File: config.mk
export PLATFORM = sky130hd
export DESIGN_NAME = envelope_gen_flat
export DESIGN_NICKNAME = d
export VERILOG_FILES = /design/src/rtl/apu_pkg.sv /design/src/rtl/envelope_gen_if.sv /design/src/rtl/envelope_channel.sv /design/src/rtl/envelope_gen.sv /design/src/flat_wrapper.sv
export SDC_FILE = /design/constraint.sdc
export NUM_CORES = 1
export LEC_CHECK = 0
export CORE_MARGIN = 3
export CORE_UTILIZATION = 55
export DETAILED_ROUTE_END_ITERATION = 8
export GPL_TIMING_DRIVEN = 0
export PLACE_DENSITY_LB_ADDON = 0.25
export SYNTH_ARGS = -nofsm -noshare
export SYNTH_HDL_FRONTEND = slang
export SYNTH_SLANG_ARGS = --single-unit
export TNS_END_PERCENT = 1
File: constraint.sdc
create_clock -name clk -period 2.8 [get_ports clk]
set_input_delay 0.56 -clock clk [delete_from_list [all_inputs] [get_ports clk]]
set_output_delay 0.56 -clock clk [all_outputs]
set_load 0.03 [all_outputs]
File: src/rtl/apu_pkg.sv
// Shared types and constants for the APU envelope/volume path.
package apu_pkg;

    typedef struct packed {
        logic [3:0] vol;
        logic [2:0] timer;   // 3'b000 encodes a count of 8
        logic       running;
    } env_state_t;

    localparam logic [3:0] ENV_VOL_MAX = 4'hF;

    typedef enum logic [1:0] {
        WAVE_LVL_MUTE    = 2'd0,
        WAVE_LVL_FULL    = 2'd1,
        WAVE_LVL_HALF    = 2'd2,
        WAVE_LVL_QUARTER = 2'd3
    } wave_lvl_t;

    function automatic logic [3:0] wave_scale(input logic [3:0] sample, input wave_lvl_t lvl);
        logic [3:0] res;
        res = '0;
        case (lvl)
            WAVE_LVL_MUTE:    res = '0;
            WAVE_LVL_FULL:    res = sample;
            WAVE_LVL_HALF:    res = sample >> 1;
            WAVE_LVL_QUARTER: res = sample >> 2;
            default:          res = '0;
        endcase
        return res;
    endfunction

endpackage

File: src/rtl/envelope_gen_if.sv
// Control/config inputs and packed amplitude output of the envelope generator.
interface envelope_gen_if;
    logic        env_tick;
    logic [2:0]  trig;
    logic [7:0]  nr12;
    logic [7:0]  nr22;
    logic [7:0]  nr42;
    logic [2:0]  ch_on;
    logic [3:0]  wave_sample;
    logic [1:0]  wave_level;
    logic        wave_on;
    logic [15:0] volumes_raw;

    modport master (
        output env_tick, trig, nr12, nr22, nr42, ch_on,
               wave_sample, wave_level, wave_on,
        input  volumes_raw
    );

    modport slave (
        input  env_tick, trig, nr12, nr22, nr42, ch_on,
               wave_sample, wave_level, wave_on,
        output volumes_raw
    );
endinterface

File: src/rtl/envelope_channel.sv
// One volume-envelope engine: trigger load, 64 Hz stepping with saturation,
// and a registered output nibble gated by channel enable and DAC power.
module envelope_channel (
    input  logic       clk,
    input  logic       reset,
    input  logic       trig,
    input  logic       tick,
    input  logic [7:0] nrx2,
    input  logic       ch_on,
    output logic [3:0] vol_out
);
    import apu_pkg::*;

    env_state_t st;
    env_state_t st_next;
    logic [2:0] period;
    logic [2:0] timer_dec;
    logic       dir_up;
    logic       dac_on;

    assign period = nrx2[2:0];
    assign dir_up = nrx2[3];
    assign dac_on = (nrx2[7:3] != 5'd0);

    always_comb begin
        st_next   = st;
        timer_dec = (st.timer == 3'd0) ? 3'd7 : (st.timer - 3'd1);

        if (trig) begin
            st_next.vol     = nrx2[7:4];
            st_next.timer   = period;
            st_next.running = 1'b1;
        end else if (tick && (period != 3'd0)) begin
            st_next.timer = timer_dec;
            if (timer_dec == 3'd0) begin
                st_next.timer = period;
                if (st.running) begin
                    if (dir_up) begin
                        if (st.vol != ENV_VOL_MAX) st_next.vol = st.vol + 4'd1;
                        else                       st_next.running = 1'b0;
                    end else begin
                        if (st.vol != 4'd0) st_next.vol = st.vol - 4'd1;
                        else                st_next.running = 1'b0;
                    end
                end
            end
        end
    end

    // Output is taken from the next-state volume so a trigger or step shows
    // up one edge later rather than two.
    always_ff @(posedge clk or posedge reset) begin
        if (reset) begin
            st      <= '0;
            vol_out <= '0;
        end else begin
            st      <= st_next;
            vol_out <= (ch_on && dac_on) ? st_next.vol : '0;
        end
    end

endmodule

File: src/rtl/envelope_gen.sv
// Per-channel APU amplitudes: three envelope engines plus the registered
// pattern-channel level shifter, packed as {noise, pattern, pulse2, pulse1}.
module envelope_gen (
    input  logic           clk,
    input  logic           reset,
    envelope_gen_if.slave  bus
);
    import apu_pkg::*;

    logic [3:0] p1_vol;
    logic [3:0] p2_vol;
    logic [3:0] noise_vol;
    logic [3:0] wave_nib;

    envelope_channel u_pulse1 (
        .clk     (clk),
        .reset   (reset),
        .trig    (bus.trig[0]),
        .tick    (bus.env_tick),
        .nrx2    (bus.nr12),
        .ch_on   (bus.ch_on[0]),
        .vol_out (p1_vol)
    );

    envelope_channel u_pulse2 (
        .clk     (clk),
        .reset   (reset),
        .trig    (bus.trig[1]),
        .tick    (bus.env_tick),
        .nrx2    (bus.nr22),
        .ch_on   (bus.ch_on[1]),
        .vol_out (p2_vol)
    );

    envelope_channel u_noise (
        .clk     (clk),
        .reset   (reset),
        .trig    (bus.trig[2]),
        .tick    (bus.env_tick),
        .nrx2    (bus.nr42),
        .ch_on   (bus.ch_on[2]),
        .vol_out (noise_vol)
    );

    always_ff @(posedge clk or posedge reset) begin
        if (reset) begin
            wave_nib <= '0;
        end else begin
            wave_nib <= bus.wave_on ? wave_scale(bus.wave_sample, wave_lvl_t'(bus.wave_level)) : '0;
        end
    end

    assign bus.volumes_raw = {noise_vol, wave_nib, p2_vol, p1_vol};

endmodule

File: src/flat_wrapper.sv
// flat-port wrapper written by rule: the top's interface ports become plain ports
module envelope_gen_flat import apu_pkg::*;
  (clk, reset, bus_env_tick, bus_trig, bus_nr12, bus_nr22, bus_nr42, bus_ch_on, bus_wave_sample, bus_wave_level, bus_wave_on, bus_volumes_raw);
  envelope_gen_if bus_i ();
  input  logic clk;
  input  logic reset;
  input wire logic [$bits(bus_i.env_tick)-1:0] bus_env_tick;
  input wire logic [$bits(bus_i.trig)-1:0] bus_trig;
  input wire logic [$bits(bus_i.nr12)-1:0] bus_nr12;
  input wire logic [$bits(bus_i.nr22)-1:0] bus_nr22;
  input wire logic [$bits(bus_i.nr42)-1:0] bus_nr42;
  input wire logic [$bits(bus_i.ch_on)-1:0] bus_ch_on;
  input wire logic [$bits(bus_i.wave_sample)-1:0] bus_wave_sample;
  input wire logic [$bits(bus_i.wave_level)-1:0] bus_wave_level;
  input wire logic [$bits(bus_i.wave_on)-1:0] bus_wave_on;
  output wire logic [$bits(bus_i.volumes_raw)-1:0] bus_volumes_raw;
  assign bus_i.env_tick = bus_env_tick;
  assign bus_i.trig = bus_trig;
  assign bus_i.nr12 = bus_nr12;
  assign bus_i.nr22 = bus_nr22;
  assign bus_i.nr42 = bus_nr42;
  assign bus_i.ch_on = bus_ch_on;
  assign bus_i.wave_sample = bus_wave_sample;
  assign bus_i.wave_level = bus_wave_level;
  assign bus_i.wave_on = bus_wave_on;
  assign bus_volumes_raw = bus_i.volumes_raw;
  envelope_gen u_core (.clk(clk), .reset(reset), .bus(bus_i));
endmodule
==> run_results.csv <==
group,metric,value,unit
outcome,status,"finished, final reports clean",
die,die_height,76.78,um
grt,grt_pass1_wl,10810,um
setup_path,r2r-start,"u_core.u_noise.st[1]",
setup_path,endpoint_kind,"flip-flop",
die,row_count,25,
cells_and_area,postLayoutCoreUtil,0.7182,
min_path,hold_path_class,"flip-flop to flip-flop",
logic_synthesis,synth_cell_types,49,
pwr,internal_power,1.094,mW
placement,place.gp.congestion,0.8804,
placement,post-place-cells,419,
cells_and_area,layoutNonFillerInstCount,426,
die,die-area,0.005894,mm^2
timing,tightest_slew,827.0,ps
setup_path,cp_slowest_cell,"dfrtp_1",
grt,grt.total_usage,0.2214,
detailed_routing,viasPerCell,5.927,
pwr,switchingPower,574.1,uW
logic_synthesis,seq_area_frac_synth,0.3633,
cts,clock_latency,290,ps
setup_path,path_buf_inv,1,
detailed_routing,wl,6384,um
cts,cts-root-buf,"clkbuf_8",
setup_path,cp.arrival,2230,ps
logic_synthesis,syn_inst,300,
pwr,pwr-share-comb,0.365,
cts,cts_tree,"done",
timing,clock_skew,11.13,ps
min_path,hold_path.startpoint,"u_core.u_pulse2.st[0]",
setup_path,startpoint_type,"flip-flop",
timing,rsz0062_at_grt,"false",
cts,cts_sinks,40,
detailed_routing,drt_iter0_markers,150,
die,io_pins,56,
setup_path,startpoint,"u_core.u_noise.st[1]",
logic_synthesis,synthesis.nets,352,
die,die_w,76.78,um
detailed_routing,dr.pass1.iters,4,
cells_and_area,layout.area.seq,0.001001,mm^2
timing,report.final.hold_viol_count,0,
detailed_routing,ant_nets,0,
setup_path,crit_chain,"inv_1, ha_1, ha_1, and4b_1, and3_4, a311oi_1, a211oi_1",
cts,cts_resized,0,
cts,hold_buffers,0,
timing,maxSlewViolCount,0,
timing,max_slew_margin,0.4479,
logic_synthesis,synth_ff_type,"dfrtp_1",
pwr,switching_share,0.3443,
logic_synthesis,ys_ff_latch,40,
timing,hold_ws,559.5,ps
grt,grt_max_degree,41,
grt,grt_pass1_vias,2492,
cells_and_area,n_antenna_cell,0,
cts,clk_pin_slew_worst_paths,80,ps
placement,dpl_worst_slack,497.3,ps
cells_and_area,fin_nets,411,
die,core_area,0.004786,mm^2
logic_synthesis,synth-edff-count,0,
cells_and_area,fillCellCount,385,
timing,post-route-min-period,2076,ps
logic_synthesis,synth_area,0.002755,mm^2
placement,numPortBuffers,52,
cells_and_area,stdcell_area,0.003437,mm^2
setup_path,crit_family,"adder cells",
setup_path,worst-path-max-fanout,6,
grt,antenna_found_initial,0,
detailed_routing,wire_per_inst,14.99,um
cts,clk_path_buf_depth,2,
die,start_util,0.5757,
cells_and_area,drive_gt1_frac,0.1003,
pwr,power,1.668,mW
timing,setup_viol,0,
grt,gr-total-overflow,0,
pwr,clkPwrFrac,0.220,
pwr,ir_drop,0.0002938,V
timing,post-route-period-util,0.7415,
detailed_routing,drc,0,
cts,cts_htree_levels,2,
setup_path,worst-setup-path-type,"flip-flop to flip-flop",
timing,finalWorstSetupSlack,723.9,ps
pwr,powerDensity,485.2,mW/mm^2
setup_path,r2r_slack,720,ps
job,drv_cap,0,
logic_synthesis,synth_async_sr_flop_share,1.000,
detailed_routing,vias,2525,
cells_and_area,area_delta_synth_final,24.75,%
logic_synthesis,syn_area_per_cell,9.184,um^2
timing,max_freq,0.4817,GHz
placement,placed_area,0.003359,mm^2
timing,finalSetupTns,0,ps
setup_path,max_stage_delay,420,ps
cts,numCtsBuffers,5,
cts,postCtsSetupBuffers,0,
setup_path,crit_top_cell,"ha_1",
pwr,p_leak,1.480,nW
logic_synthesis,yosysWarnings,0,
placement,dp_hpwl,4828,um
setup_path,cp.required,2960,ps
pwr,power_frac_seq,0.415,
cells_and_area,multi_input_area,0.001544,mm^2
## state kept, by name, summed over array words and instances, names as in the netlist
| name | count |
|---|---|
| u_core.u_pulse2.st | 8 |
| u_core.u_noise.vol_out | 4 |
| u_core.u_pulse1.st | 8 |
| u_core.u_pulse2.vol_out | 4 |
| u_core.wave_nib | 4 |
| u_core.u_noise.st | 8 |
| u_core.u_pulse1.vol_out | 4 |
## metal layers
metal / vias to the layer above / part of all wire / global-route usage / routed length, um
li1: 1234 / - / - / -
met1: 1207 / 0.43 / 0.2692 / 2750
met2: 78 / 0.51 / 0.3911 / 3230
met3: 6 / 0.055 / 0.05164 / 348
met4: 0 / 0.0086 / 0.05978 / 55
met5: - / 0 / 0 / 0
## Yosys cell counts (all sizes together) (4+ instances only)
cell type | number | area, um^2
a211oi | 8 | 60.06
a21oi | 30 | 176.4
a22oi | 9 | 67.56
a311oi | 4 | 35.03
a31oi | 9 | 56.30
and3 | 7 | 58.80
buf | 11 | 93.83
dfrtp | 40 | 1001
ha | 12 | 150.1
inv | 28 | 105.1
mux2i | 8 | 80.08
nand2 | 13 | 48.80
nand3 | 5 | 25.02
nor2 | 16 | 60.06
nor2b | 12 | 75.07
nor3 | 5 | 25.02
o21ai | 14 | 70.06
o22ai | 5 | 31.28
o31a | 5 | 45.04
o31ai | 7 | 52.55
## power by group through the flow
stage                     combinational [mW]  sequential [mW]  clock, mW
after floorplan                        0.379            0.730          0
after global placement                 0.579            0.698          0
after detailed placement               0.603            0.701          0
after CTS                              0.607            0.690      0.371
after global routing                   0.675            0.700      0.387
final                                  0.610            0.692      0.366
## worst paths after layout
check                                       endpoint  cells after the start
min in group asynchronous         u_core.wave_nib[2]                      2
min                            u_core.u_pulse2.st[0]                      1
max reg2reg                u_core.u_noise.vol_out[2]                      7
max                        u_core.u_noise.vol_out[2]                      7
min reg2reg                    u_core.u_pulse2.st[0]                      1
max in group asynchronous      u_core.u_pulse2.st[6]                      2
## cell usage in the layout, fill, tap and decap left out, types with 4 or more instances in the layout
master           synthesis  routed
a211oi_1                 8       8
a21oi_1                 23      23
a21oi_2                  7       7
a22oi_1                  9       9
a311oi_1                 4       4
a31oi_1                  9       9
and3_1                   4       4
buf_6                    5       5
clkbuf_1                 3       4
clkbuf_8                 0       5
clkdlybuf4s50_1          0      52
dfrtp_1                 40      40
ha_1                    12      12
inv_1                   28      27
mux2i_1                  8       8
nand2_1                 13      13
nand3_1                  5       5
nor2_1                  16      16
nor2b_1                 12      12
nor3_1                   5       5
o21ai_0                 11      11
o22ai_1                  5       5
o31a_1                   4       4
o31ai_1                  7       7
## cell type report
class,count,area share
clock inverters,1,0.001456
multi-input cells,218,0.4492
flip-flops and latches,40,0.2912
well taps,67,0.02439
plain buffers,14,0.03058
clock buffers,6,0.02111
inverters,28,0.03058
repair buffers,52,0.1514
## cells by family (layout without fill, tap and decap cells)
group | count (synthesis) | after routing | synth area share
AOI/OAI and AO/OA | 105 | 105 | 0.2638
adders and majority gates | 12 | 12 | 0.05449
buffers and inverters | 42 | 101 | 0.07629
DFF | 40 | 40 | 0.3633
muxes | 10 | 10 | 0.03724
and+or+nand+nor | 91 | 91 | 0.2048
(Power assumes the default switching activity.)
